[config.mk]
export PLATFORM = sky130hd
export DESIGN_NAME = reg_bank
export DESIGN_NICKNAME = d
export VERILOG_FILES = /design/src/rtl/reg_bank_pkg.sv /design/src/rtl/reg_bank_alu.sv /design/src/rtl/reg_bank.sv
export SDC_FILE = /design/constraint.sdc
export NUM_CORES = 1
export LEC_CHECK = 0
export BUFFER_PORTS_ARGS = -buffer_cell sky130_fd_sc_hd__buf_2
export CAP_MARGIN = 20
export CORE_ASPECT_RATIO = 1.75
export CORE_UTILIZATION = 50
export CTS_BUF_LIST = sky130_fd_sc_hd__clkbuf_4 sky130_fd_sc_hd__clkbuf_8
export CTS_CLUSTER_DIAMETER = 80
export DETAILED_ROUTE_END_ITERATION = 10
export PLACE_DENSITY = 0.78
export SYNTH_ARGS = -nofsm -noshare
export SYNTH_HDL_FRONTEND = slang
export SYNTH_SLANG_ARGS = --single-unit
[constraint.sdc]
create_clock -name clk -period 3 [get_ports clk]
set_input_delay 0.45 -clock clk [delete_from_list [all_inputs] [get_ports clk]]
set_output_delay 0.45 -clock clk [all_outputs]
set_load 0.02 [all_outputs]
[src/rtl/reg_bank_pkg.sv]
// Shared types for the reg_bank register file: opcodes, FSM states, register count.
package reg_bank_pkg;

    localparam int unsigned NUM_REGS = 8;

    typedef enum logic [2:0] {
        OP_NOP   = 3'd0,
        OP_WRITE = 3'd1,
        OP_INC   = 3'd2,
        OP_DEC   = 3'd3,
        OP_CLR   = 3'd4,
        OP_SWAP  = 3'd5,
        OP_RSV6  = 3'd6,
        OP_RSV7  = 3'd7
    } opcode_e;

    typedef enum logic {
        ST_IDLE,
        ST_SWAP2
    } state_e;

endpackage

[src/rtl/reg_bank_alu.sv]
// Combinational result/flag generation for the single-register ops (WRITE/INC/DEC/CLR).
module reg_bank_alu
    import reg_bank_pkg::*;
#(
    parameter int unsigned WIDTH = 8
) (
    input  opcode_e          op,
    input  logic [WIDTH-1:0] old_val,
    input  logic [WIDTH-1:0] wdata,
    output logic [WIDTH-1:0] result,
    output logic             zero,
    output logic             carry,
    output logic             writes,
    output logic             carry_en
);

    localparam logic [WIDTH-1:0] ONE = {{(WIDTH-1){1'b0}}, 1'b1};

    always_comb begin
        result   = old_val;
        carry    = 1'b0;
        writes   = 1'b0;
        carry_en = 1'b0;
        case (op)
            OP_WRITE: begin
                result = wdata;
                writes = 1'b1;
            end
            OP_INC: begin
                result   = old_val + ONE;
                carry    = (old_val == '1);
                writes   = 1'b1;
                carry_en = 1'b1;
            end
            OP_DEC: begin
                result   = old_val - ONE;
                carry    = (old_val == '0);
                writes   = 1'b1;
                carry_en = 1'b1;
            end
            OP_CLR: begin
                result = '0;
                writes = 1'b1;
            end
            default: ;
        endcase
    end

    assign zero = (result == '0);

endmodule

[src/rtl/reg_bank.sv]
// Eight-entry register bank with WRITE/INC/DEC/CLR and a two-cycle SWAP.
// Optional REG_BANK_ZERO_R0_EN hardwires r0 to zero and discards writes to it.
module reg_bank
    import reg_bank_pkg::*;
#(
    parameter int unsigned          WIDTH     = 8,
    parameter logic [WIDTH-1:0]     RESET_VAL = '0
) (
    input  logic             clk,
    input  logic             rst,
    input  logic             cmd_valid,
    output logic             cmd_ready,
    input  logic [2:0]       cmd,
    input  logic [2:0]       addr_a,
    input  logic [2:0]       addr_b,
    input  logic [WIDTH-1:0] wdata,
    output logic [WIDTH-1:0] r0,
    output logic [WIDTH-1:0] r1,
    output logic [WIDTH-1:0] r2,
    output logic [WIDTH-1:0] r3,
    output logic [WIDTH-1:0] r4,
    output logic [WIDTH-1:0] r5,
    output logic [WIDTH-1:0] r6,
    output logic [WIDTH-1:0] r7,
    output logic             zero,
    output logic             carry
);

`ifdef REG_BANK_ZERO_R0_EN
    localparam bit ZERO_R0 = 1'b1;
`else
    localparam bit ZERO_R0 = 1'b0;
`endif

    logic [WIDTH-1:0] regs [NUM_REGS];
    logic [WIDTH-1:0] tmp;
    logic [2:0]       held;
    state_e           state;
    opcode_e          op;

    logic [WIDTH-1:0] val_a, val_b, alu_result;
    logic             alu_zero, alu_carry, alu_writes, alu_carry_en;
    logic             wr_ok_a, wr_ok_held;

    assign op        = opcode_e'(cmd);
    assign cmd_ready = (state == ST_IDLE);

    // r0 reads as zero and rejects writes when hardwired; this also makes
    // flags hold for ops targeting r0, since the write gate covers them too.
    assign val_a      = (ZERO_R0 && addr_a == 3'd0) ? '0 : regs[addr_a];
    assign val_b      = (ZERO_R0 && addr_b == 3'd0) ? '0 : regs[addr_b];
    assign wr_ok_a    = !(ZERO_R0 && addr_a == 3'd0);
    assign wr_ok_held = !(ZERO_R0 && held == 3'd0);

    reg_bank_alu #(.WIDTH(WIDTH)) u_alu (
        .op       (op),
        .old_val  (val_a),
        .wdata    (wdata),
        .result   (alu_result),
        .zero     (alu_zero),
        .carry    (alu_carry),
        .writes   (alu_writes),
        .carry_en (alu_carry_en)
    );

    always_ff @(posedge clk or posedge rst) begin
        if (rst) begin
            for (int unsigned i = 0; i < NUM_REGS; i++) begin
                regs[i] <= RESET_VAL;
            end
            zero  <= 1'b0;
            carry <= 1'b0;
            tmp   <= '0;
            held  <= '0;
            state <= ST_IDLE;
        end else begin
            case (state)
                ST_IDLE: begin
                    if (cmd_valid) begin
                        if (op == OP_SWAP) begin
                            tmp   <= val_a;
                            held  <= addr_b;
                            state <= ST_SWAP2;
                            if (wr_ok_a) begin
                                regs[addr_a] <= val_b;
                            end
                        end else if (alu_writes && wr_ok_a) begin
                            regs[addr_a] <= alu_result;
                            zero         <= alu_zero;
                            if (alu_carry_en) begin
                                carry <= alu_carry;
                            end
                        end
                    end
                end
                ST_SWAP2: begin
                    if (wr_ok_held) begin
                        regs[held] <= tmp;
                    end
                    state <= ST_IDLE;
                end
                default: state <= ST_IDLE;
            endcase
        end
    end

    assign r0 = ZERO_R0 ? '0 : regs[0];
    assign r1 = regs[1];
    assign r2 = regs[2];
    assign r3 = regs[3];
    assign r4 = regs[4];
    assign r5 = regs[5];
    assign r6 = regs[6];
    assign r7 = regs[7];

endmodule

# Word-level counts from Yosys, hierarchy flattened
# Cells that the tools add are included.
[word_totals] in_bits=20 output_inout_bits=67 ff_bits=78
[op_classes] eq_ne=8 n_reduce_logical=10 magnitude_cmp=5 addsub=2 bitwise=5 mux=24
[ops] operator="$bwmux 64" n=3
[ops] operator="$mux 64" n=3
[ops] operator="$pmux 64 s2" n=1
[ops] operator="$bmux 8 s3" n=2
[ops] operator="$demux 8 s3" n=2
[ops] operator="$mux 8" n=6
[ops] operator="$pmux 8 s4" n=1
[ops] operator="$logic_not 8->1" n=2
[ops] operator="$ge 4x4->1 const B" n=3
[ops] operator="$not 3->4" n=3
[ops] operator="$add 8x1->8 const B" n=1
[ops] operator="$eq 8x8->1 const B" n=1
[ops] operator="$lt 4x1->1 const B" n=2
[ops] operator="$sub 8x1->8 const B" n=1
[ops] operator="$eq 3x2->1 const B" n=2
[ops] operator="$eq 3x3->1 const B" n=2
[ops] operator="$reduce_and 5->1" n=1
[ops] operator="$mux 1" n=4
[ops] operator="$pmux 1 s2" n=2
[ops] operator="$reduce_and 4->1" n=1
[ops] operator="$reduce_or 4->1" n=1
[ops] operator="$eq 3x1->1 const B" n=1
[ops] operator="$ne 3x1->1 const B" n=1
[ops] operator="$reduce_and 3->1" n=1
[ops] operator="5 further kinds" n=7

# Depth between registers and ports, before layout
# Gate-level depths: netlist (run 1).
[logic_depth] depth_word=11 ltp_mapped=15

# Modules after synthesis
# A second synthesis (run 1) with hierarchy kept.
[hier_totals] cells_unflattened=687 area_unflattened_um2=6412.4
[modules_own_cells] module="reg_bank" cells_per_inst=562 seq_area_each_um2=1951.9 area_per_inst_um2=5626.6 instances=1
[modules_own_cells] module="reg_bank_alu" cells_per_inst=125 seq_area_each_um2=0.0 area_per_inst_um2=785.8 instances=1

# Least setup slack after synthesis (run 1)
# No wires, ideal clock.
[synth_timing] path_kind="input-to-reg" start="in addr_a[0]" end="reg regs (netlist bit r0[7])" n_path_buf=2 slack_ns=-0.573 cell_stages=13 arrival_ns=3.480 required_ns=2.907 path_cell_list="buf_2 > buf_4 > mux2_2 > a221o_1 > a22o_1 > ha_1 > and4_1 > nand3_1 > or3_1 > and4b_1 > nor4_2 > nand2_2 > o31ai_2"
[synth_between] elab_chain_len=11 elab_cells_between_ends=18 cone_classes="add/sub: 2; order compare: 2; mux: 12; bitwise: 1; reduce/logical: 1"
[synth_lines] item="start: declaration" line="reg_bank.sv:14" rtl="input logic [2:0] addr_a,"
[synth_lines] item="$not 3->4 (not written as such) (*)" line="reg_bank.sv:50" rtl="assign val_a = (ZERO_R0 && addr_a == 3'd0) ? '0 : regs[addr_a];"
[synth_lines] item="$bmux 8 s3 (*)" line="reg_bank.sv:50"
[synth_lines] item="$mux 8 (not written as such) (*) (2 in a row)" line="reg_bank.sv:50"
[synth_lines] item="net u_alu.old_val[4]" line="reg_bank_alu.sv:8" rtl="input logic [WIDTH-1:0] old_val,"
[synth_lines] item="$sub 8x1->8 / $add 8x1->8 (equally long branches)" line="reg_bank_alu.sv:36, reg_bank_alu.sv:30"
[synth_lines] item="$pmux 8 s4 (*)" line="reg_bank_alu.sv:24" rtl="case (op)"
[synth_lines] item="$bwmux 64 (*)" line="reg_bank.sv:88" rtl="regs[addr_a] <= alu_result;"
[synth_lines] item="$mux 64 (*)" line="reg_bank.sv:87" rtl="end else if (alu_writes && wr_ok_a) begin"
[synth_lines] item="$mux 64 (*)" line="reg_bank.sv:80" rtl="if (op == OP_SWAP) begin"
[synth_lines] item="$mux 64 (*)" line="reg_bank.sv:79" rtl="if (cmd_valid) begin"
[synth_lines] item="$pmux 64 s2 (*)" line="reg_bank.sv:77" rtl="case (state)"
[synth_lines] item="end signal: indexed assignment" line="reg_bank.sv:85" rtl="regs[addr_a] <= val_b;"
[synth_lines] item="end signal: indexed assignment" line="reg_bank.sv:88"
[synth_lines] item="end signal: indexed assignment" line="reg_bank.sv:98" rtl="regs[held] <= tmp;"
[synth_lines] item="end: declaration" line="reg_bank.sv:35" rtl="logic [WIDTH-1:0] regs [NUM_REGS];"
# The timed path passes the listed nets; every way through them passes the cells marked *. The select of a mux whose other input is x is not followed.
# A chain may end at the register's enable or synchronous reset.

# Final worst setup path (run 1)
[layout_timing] start="reg regs (netlist bit r7[4])" end="reg regs (netlist bit r0[7])"
[layout_between] elab_chain_len=10 elab_cells_between_ends=11 cone_classes="add/sub: 2; mux: 9"
[layout_lines] item="$bmux 8 s3 (*)" line="reg_bank.sv:50"
[layout_lines] item="$mux 8 (not written as such) (*) (2 in a row)" line="reg_bank.sv:50"
[layout_lines] item="net u_alu.old_val[4]" line="reg_bank_alu.sv:8"
[layout_lines] item="$sub 8x1->8 / $add 8x1->8 (equally long branches)" line="reg_bank_alu.sv:36, reg_bank_alu.sv:30"
[layout_lines] item="$pmux 8 s4 (*)" line="reg_bank_alu.sv:24"
[layout_lines] item="$bwmux 64 (*)" line="reg_bank.sv:88"
[layout_lines] item="$mux 64 (*)" line="reg_bank.sv:87"
[layout_lines] item="$mux 64 (*)" line="reg_bank.sv:80"
[layout_lines] item="$mux 64 (*)" line="reg_bank.sv:79"
[layout_lines] item="$pmux 64 s2 (*)" line="reg_bank.sv:77"
# Marks and branches as above.

==> results of run 1 <==
[synth_stat cells (11+ instances only)]
cell       n
dfrtp_1   78
o21ai_0   55
a22oi_1   44
nand2_1   36
nor2_1    36
mux4_2    23
clkbuf_1  21
a21oi_1   19
nand3_1   16
mux2_2    15
mux2i_1   15
nor3_1    14
inv_1     11
[worst min-delay path by stage]
stage | startpoint | cells after the start | slack [ps] | to
after floorplan | tmp[6] | 2 | 600 | r3[6]
after CTS | rst | 3 | 170 | r3[3]
after detailed placement | carry | 2 | 510 | carry
after global routing | rst | 3 | 190 | r3[3]
after global placement | zero | 2 | 500 | zero
final | rst | 3 | 120 | r3[3]
[tightest hold or removal path: cells and delay by family]
kind | cells | cell delay [ps]
buffers and inverters | 3 | 470
[final cells by class]
class	count	area [um^2]	area share
Tap cell	127	158.9	0.02144
Clock inverter	4	55.05	0.007427
Sequential cell	78	1952	0.2633
Inverter	13	50.05	0.006752
Timing Repair Buffer	235	1637	0.2208
Multi-Input combinational cell	422	3407	0.4597
Clock buffer	12	152.6	0.02059
[routing by layer]
layer  wire length [um]  vias to the layer above  GRT usage
li1                   -                     2556          -
met1               7586                     2966     0.5116
met2              11440                      489     0.7211
met3               2566                      157     0.1267
met4               2369                        2     0.3694
met5                 13                        -          0
[timing repair]
| action | CTS | global route |
|---|---|---|
| pin swaps | 12 | 9 |
| buffers inserted | 4 | 3 |
| hold buffers | 0 | 0 |
| endpoints found under the setup margin | 31 | 49 |
| gates cloned | 0 | 0 |
| resized for setup | 23 | 24 |
[stage by stage]
stage                     setup slack (ps)    util  hold WS, ps
after global placement              -611.2  0.6769        500.8
after detailed placement            -673.7  0.6769        512.5
after CTS                           -248.5  0.7097        170.8
after global routing                -376.4  0.7196        187.6
final                               -289.8  0.7196        119.0
after floorplan                     -360.8       -        598.9
[cell families (layout without fill, tap and decap cells)]
logic type,after synthesis,in the layout,synth area share
adders and majority gates,7,7,0.01791
buffers and inverters,53,264,0.04288
DFF,78,78,0.3676
xor gates and xnor gates,4,4,0.006599
AOI/OAI and AO/OA,208,208,0.2660
muxes,53,53,0.1576
and+or+nand+nor,150,150,0.1414
[power by group]
group	internal (mW)	switching, mW
logic	1.39	1.60
clock network	0.430	0.415
registers	1.38	0.387
total	3.20	2.41
==> metrics.yaml, run 1 <==
outcome:
  status: "finished, violations left"
  violations: "setup timing"
clock_tree:
  clk_latency_ps: 380
  path_clk_slew_ps: 80
  clock_path_buffers: 2
  cts_buffers: 9
  cts_tree: "built"
  cts.sink_count: 78
  clockRootBuffer: "clkbuf_8"
  htreeDepth: 3
grt:
  grt_pass1_wl_um: 36870
  grt.total_usage: 0.4601
  antenna_found_initial: 1
  grt_pass1_vias: 6403
  grt_max_degree: 79
  grt-ovfl-total: 0
timing:
  max_slew_margin: 0.5410
  hold_violations: 0
  tightest_slew_ps: 686.0
  fin_ws_ps: -289.8
  finalCritPeriodShare: 1.097
  fin_setup_tns_ps: -5463
  rsz0062_at_grt: "yes"
  slew_viol_final: 0
  min_period_ps: 3290
  timing.fmax_ghz: 0.3040
  fin_worst_skew_ps: 10.22
  final-setup-viol-count: 31
final_layout:
  drive_gt1_frac: 0.4620
  layout_commonest_cell: "buf_4"
  layout.cells.non_filler: 891
  syn_to_final_growth_pct: 39.59
  diodes: 0
  final_cell_area_um2: 7412
  fillers: 822
  mostFrequentLayoutCells: "buf_4 (139), buf_2 (85), dfrtp_1 (78)"
  fin_nets: 786
placed_design:
  place_congestion: 1.041
  dp_cells: 868
  placed_area_um2: 6972
  dpl.hpwl_um: 17600
  numPortBuffers: 86
setup_path:
  worst-r2r-setup-slack_ps: -290
  crit_path_max_fanout: 7
  slowest_stage: "dfrtp_1"
  reg2reg_depth: 11
  crit_start: "r7[4]"
  crit-reg2reg-launch: "r7[4]"
  required_ps: 3290
  crit_type: "flop to flop"
  path_buf_inv: 0
  reg2reg_to: "r0[7]"
  cp-start-kind: "flop"
  crit_path_max_incr_delay_ps: 420
  crit_path_cell_trace: "mux2_4, a221o_1, a22o_4, ha_4, and4_4, nand3_2, or3_4, and4b_2, nor4_4, nand2_2, o31ai_2"
  cp_top_family: "simple AND/OR/NAND/NOR gates"
  crit_path_end_kind: "flop"
  cp_num_cells: 11
  endpoint: "r0[7]"
  worstPathArrival_ps: 3580
floorplanning:
  dieArea_um2: 11050
  die_w_um: 79.90
  ios: 87
  core_um2: 10300
  die_y_um: 138.3
  std_cell_rows: 49
  start_util: 0.5155
route:
  avgRoutedWirePerCell_um: 26.91
  final_antenna_net_count: 0
  via_count: 6170
  drt_iter0_drc: 672
  drc_errors: 0
  drt-vias-per-instance: 6.925
  drt-total-wl_um: 23980
  dr.pass1.iters: 6
yosys:
  yosysTopAreaCell: "dfrtp_1"
  synth_nets: 580
  avgSynthCellArea_um2: 9.602
  netlist_area_um2: 5310
  synth_seq_cells: 78
  yosys.area.top_type_share: 0.3676
  synth.area.top_cells: "dfrtp_1 (37%), mux4_2 (9.8%), a22oi_1 (6.2%)"
  synth_edf_count: 0
  synth_cell_type_count: 74
  synth_flop_cell: "dfrtp_1"
  seq_area_frac_synth: 0.3676
  ys_async_sr_fraction: 1.000
  syn_inst: 553
  yosys_warnings: 0
pwr:
  ir_drop_mv: 0.5268
  finalPower_mw: 5.605
  powerDensity_nw_per_um2: 756.2
  leakage_nw: 3.419
run:
  drv_cap: 0
hold_path:
  hold_path_class: "primary input to asynchronous set/reset pin"
Note: power is estimated with default switching activity, not from simulation.
==> run 2: changes to the inputs <==
CAP_MARGIN = 25   (was 20)
RECOVER_POWER = 50   (was unset)
==> run 2 against run 1 <==
The flow finishes with violations (capacitance limit, slew limit, setup timing). Clock power grew 0.8%. Worst hold slack better by 410 ps. Largest power group unchanged. Highest routed layer unchanged. Critical endpoint unchanged. Worst setup slack got worse by 5.8 ps. First-iteration DRC count increased by 3.4%.
==> metrics.yaml, run 2 (same netlist as run 1, synthesis figures left out) <==
setup_path:
  crit_path_end_kind: "flop"
  worst-r2r-setup-slack_ps: -300  # about the same
  cp-start-kind: "flop"
  crit_path_max_fanout: 7  # unchanged
  required_ps: 3290  # about the same
  crit_type: "flop to flop"
  worstPathArrival_ps: 3590  # about the same
route:
  final_antenna_net_count: 0  # unchanged
  drt-vias-per-instance: 6.921  # about the same
  dr.pass1.iters: 5  # -1
  drc_errors: 0  # unchanged
  via_count: 6167  # -0.049%
  drt_iter0_drc: 695  # +3.4%
  drt-total-wl_um: 24140  # +0.68%
  avgRoutedWirePerCell_um: 27.09  # +0.68%
final_layout:
  layout_commonest_cell: "buf_4"
  fin_nets: 786  # unchanged
  drive_gt1_frac: 0.4450  # -0.01702
  post-route-util: 0.7166  # -0.003037
  diodes: 0  # unchanged
  mostFrequentLayoutCells: "buf_4 (139), dfrtp_1 (78), buf_2 (72)"
  seq_area_um2: 1952  # unchanged
  syn_to_final_growth_pct: 39.00
  layout.cells.non_filler: 891  # unchanged
  final_cell_area_um2: 7381  # -0.42%
  multi_input_area_um2: 3407  # unchanged
  fillers: 830  # +0.97%
clock_tree:
  clockRootBuffer: "clkbuf_8"
  cts_buffers: 9  # unchanged
  hold_buffers: 0  # unchanged
  clk_latency_ps: 380  # about the same
  cts_tree: "built"
  cts.sink_count: 78  # unchanged
  clock_path_buffers: 2  # unchanged
  htreeDepth: 3  # unchanged
  path_clk_slew_ps: 90  # about the same
timing:
  tightest_slew_ps: 2049  # +1363 ps
  final-setup-viol-count: 31  # unchanged
  hold_violations: 0  # unchanged
  min_period_ps: 3296  # +5.818 ps
  max_slew_margin: -0.3657  # -0.9067
  fin_worst_skew_ps: 12.87  # +2.655 ps
  finalCritPeriodShare: 1.099  # +0.001939
  timing.fmax_ghz: 0.3034  # -0.18%
  rsz0062_at_grt: "yes"
  fin_ws_ps: -295.6  # -5.818 ps
  slew_viol_final: 79  # +79
grt:
  antenna_found_initial: 1  # unchanged
  grt-ovfl-total: 0  # unchanged
  grt_pass1_wl_um: 36870  # unchanged
  grt_max_degree: 79  # unchanged
  grt.total_usage: 0.4601  # unchanged
  grt_pass1_vias: 6403  # unchanged
floorplanning:
  core_um2: 10300  # unchanged
  die_y_um: 138.3  # unchanged
  start_util: 0.5155  # unchanged
  die_w_um: 79.90  # unchanged
  dieArea_um2: 11050  # unchanged
  ios: 87  # unchanged
  std_cell_rows: 49  # unchanged
outcome:
  status: "finished, violations left"
  violations: "capacitance limit, slew limit, setup timing"
placed_design:
  numPortBuffers: 86  # unchanged
  place_congestion: 1.041  # unchanged
  placed_area_um2: 6972  # unchanged
  dpl.hpwl_um: 17600  # unchanged
  dp_cells: 868  # unchanged
hold_path:
  hold_path_class: "flop to flop"
pwr:
  finalPower_mw: 5.605  # about the same
  leakage_nw: 3.364  # -1.6%
  ir_drop_mv: 0.5297  # +0.55%
  powerDensity_nw_per_um2: 759.4  # +0.42%
run:
  drv_cap: 1  # +1
==> run 2: layout make-up <==
class                           instances  share of cell area
Clock buffer                           12             0.02068
Clock inverter                          4            0.007459
Inverter                               13            0.006781
Multi-Input combinational cell        422              0.4616
Sequential cell                        78              0.2645
Tap cell                              127             0.02153
Timing Repair Buffer                  235              0.2175
==> run 2: final timing paths <==
check | startpoint | endpoint | cells after the start
min in group asynchronous | rst | r3[3] | 3
worst min-delay path | carry | carry | 2
worst max register to register | r6[4] | r0[7] | 11
worst max-delay path | r6[4] | r0[7] | 11
worst min register to register | carry | carry | 2
max in group asynchronous | rst | r0[5] | 3
==> run 2: what timing repair did <==
action                     CTS  global route
pin swaps                   12             9
hold endpoints to repair     0             0
buffers inserted             4             3
gates resized for setup     23            24
setup endpoints to repair   31            49
gates cloned                 0             0
==> run 2: layer usage <==
metal  up-vias  global-route usage  routed length, um
met4         2              0.3694               2228
li1       2548                   -                  -
met5         -                   0                 13
met2       468              0.7211              11540
met1      2994              0.5116               7859
met3       155              0.1267               2499
==> run 2: through the flow <==
stage          setup TNS (ps)  hold slack [ps]  worst slack, ps
3_3_place_gp           -18300            500.8           -611.2
3_5_place_dp           -20410            512.5           -673.7
4_1_cts                 -3650            170.8           -248.5
5_1_grt                 -8773            562.0           -376.4
6_report                -5607            532.5           -295.6
2_1_floorplan           -4804            598.9           -360.8
==> run 2: critical path, cell delays in order (launching register included) <==
cell	delay, ps
dfrtp_1	410
mux2_4	280
a221o_1	360
a22o_4	250
ha_4	280
and4_4	220
nand3_2	70
or3_4	400
and4b_2	270
nor4_4	290
nand2_2	190
o31ai_2	210
==> run 2: where the power goes <==
| part | leakage [nW] | internal (mW) | switching [mW] | total (mW) |
|---|---|---|---|---|
| sequential | 0.992 | 1.38 | 0.388 | 1.77 |
| combinational | 2.27 | 1.37 | 1.61 | 2.98 |
| clock | 0.104 | 0.431 | 0.422 | 0.852 |
==> run 3: changes to the inputs <==
PLACE_DENSITY = 0.75   (was 0.78)
clock period = 3.5 ns   (was 3 ns; I/O delays follow)
==> run 3 against run 2 <==
The run ends with capacitance limit, slew limit left. Worst hold slack worse by 470 ps. Via count fell by 9.2%. Register-to-register slack improved by 420 ps. Power shrank 25%. Sequential power fell by 8%. Worst setup slack better by 400 ps. Clock skew rose by 7.9 ps.
==> metrics.yaml, run 3 (same netlist as run 1, synthesis figures left out) <==
clock_tree:
  cts_buffers: 9  # unchanged
  hold_buffers: 0  # unchanged
  clockRootBuffer: "clkbuf_8"
  clock_path_buffers: 2  # unchanged
  cts_tree: "built"
  path_clk_slew_ps: 90  # about the same
  htreeDepth: 3  # unchanged
  clk_latency_ps: 370  # about the same
  cts.sink_count: 78  # unchanged
  post-cts-setup-buffers: 0  # -4
route:
  via_count: 5598  # -9.2%
  avgRoutedWirePerCell_um: 26.51  # -2.1%
  dr.pass1.iters: 5  # unchanged
  drt_iter0_drc: 476  # -32%
  drt-total-wl_um: 21820  # -9.6%
  drc_errors: 0  # unchanged
  final_antenna_net_count: 0  # unchanged
  drt-vias-per-instance: 6.802  # -1.7%
pwr:
  finalPower_mw: 4.201  # -25%
  leakage_nw: 2.867  # -15%
  ir_drop_mv: 0.4679  # -12%
  powerDensity_nw_per_um2: 643.1  # -15%
timing:
  fin_setup_tns_ps: 0  # +5607 ps
  final-setup-viol-count: 0  # -100%
  slew_viol_final: 51  # -35%
  tightest_slew_ps: 2829  # +780.7 ps
  fin_worst_skew_ps: 20.78  # +7.911 ps
  rsz0062_at_grt: "no"
  min_period_ps: 3398
  timing.fmax_ghz: 0.2943
  finalCritPeriodShare: 0.9710
  max_slew_margin: -0.8862  # -0.5205
  hold_violations: 0  # unchanged
setup_path:
  reg2reg_to: "r0[7]"
  cp-start-kind: "primary input"
  crit_type: "primary input to flop"
  cp_top_family: "simple AND/OR/NAND/NOR gates"
  worstPathArrival_ps: 3680  # +90 ps
  path_buf_inv: 1  # +1
  crit_path_max_incr_delay_ps: 370  # -40 ps
  reg2reg_depth: 11  # unchanged
  crit_path_cell_trace: "buf_2, mux2_2, a221o_1, a22o_1, ha_1, and4_1, nand3_1, or3_4, a32o_1, nor4_4, nand2_2, o31ai_2"
  required_ps: 3780  # +490 ps
  crit_path_end_kind: "flop"
  slowest_stage: "mux2_2"
  worst-r2r-setup-slack_ps: 120  # +420 ps
  crit_path_max_fanout: 7  # unchanged
  crit-reg2reg-launch: "r7[1]"
grt:
  grt.total_usage: 0.4144  # -0.04568
  grt_max_degree: 55  # -30%
  antenna_found_initial: 1  # unchanged
  grt-ovfl-total: 0  # unchanged
  grt_pass1_vias: 5763  # -10%
  grt_pass1_wl_um: 32970  # -11%
final_layout:
  drive_gt1_frac: 0.3050  # -0.1400
  syn_to_final_growth_pct: 23.02
  fin_nets: 717  # -8.8%
  mostFrequentLayoutCells: "dfrtp_1 (78), buf_4 (77), o21ai_0 (55)"
  multi_input_area_um2: 3208  # -5.8%
  layout_commonest_cell: "dfrtp_1"
  fillers: 927  # +12%
  seq_area_um2: 1952  # unchanged
floorplanning:
  die_w_um: 79.90  # unchanged
  ios: 87  # unchanged
  start_util: 0.5155  # unchanged
  dieArea_um2: 11050  # unchanged
  core_um2: 10300  # unchanged
  std_cell_rows: 49  # unchanged
  die_y_um: 138.3  # unchanged
placed_design:
  numPortBuffers: 86  # unchanged
  dpl.hpwl_um: 16830  # -4.4%
  place_congestion: 1.004  # -3.6%
outcome:
  violations: "capacitance limit, slew limit"
  status: "finished, violations left"
run:
  drv_cap: 1  # unchanged
hold_path:
  hold_path_class: "primary input to asynchronous set/reset pin"
==> run 3: cell types whose count changed in the layout (fill, tap and decap cells not counted), sizes merged <==
cell / delta
diode: +1
clkinv: +2
inv: +1
bufinv: -1
buf: -91
clkbuf: +20
==> run 3: worst max path at each step <==
stage	startpoint	endpoint	cells past startpoint
after floorplan	addr_a[0]	r0[7]	13
after global placement	addr_a[0]	r0[7]	12
after detailed placement	addr_a[0]	r0[7]	12
after CTS	r7[2]	r1[5]	11
after global routing	addr_a[0]	r0[7]	12
final	addr_a[0]	r0[7]	12
==> run 3: final cells by class <==
class,count,share of cell area
diodes,1,0.0003831
clock buffers,10,0.02107
clock inverters,6,0.006704
inverters,13,0.007661
multi-input cells,422,0.4911
flip-flops and latches,78,0.2988
well taps,127,0.02432
repair buffers,166,0.1500
==> run 3: repair_timing <==
item / 4_1_cts / 5_1_grt
endpoints found under the setup margin: 0 / 28
resized for setup: 0 / 11
endpoints found under the hold margin: 0 / 0
==> run 3: where the power goes <==
| part | switching [mW] | internal (mW) |
|---|---|---|
| registers | 0.444 | 1.18 |
| logic | 1.10 | 0.828 |
| clock network | 0.366 | 0.281 |
| total | 1.91 | 2.29 |
==> run 3: through the flow <==
| step | hold slack, ps | instances | setup slack, ps | instance area [um^2] | util |
|---|---|---|---|---|---|
| 2_1_floorplan | 598.9 | 553 | -17.90 | 5330 | - |
| 3_3_place_gp | 507.7 | 805 | -277.4 | 6329 | 0.6144 |
| 5_1_grt | 64.68 | 823 | 1.203 | 6533 | 0.6342 |
| 3_5_place_dp | 519.3 | 805 | -354.4 | 6329 | 0.6144 |
| 4_1_cts | 370.2 | 821 | 6.643 | 6510 | 0.6320 |
| 6_report | 61.54 | 823 | 101.6 | 6533 | 0.6342 |
==> run 3: layer usage <==
layer / track usage / up-vias / wire, um
met2: 0.6770 / 368 / 10910
met1: 0.4512 / 2688 / 7231
met4: 0.3365 / 0 / 1930
met3: 0.08581 / 116 / 1749
li1: - / 2426 / -
met5: 0 / - / 0
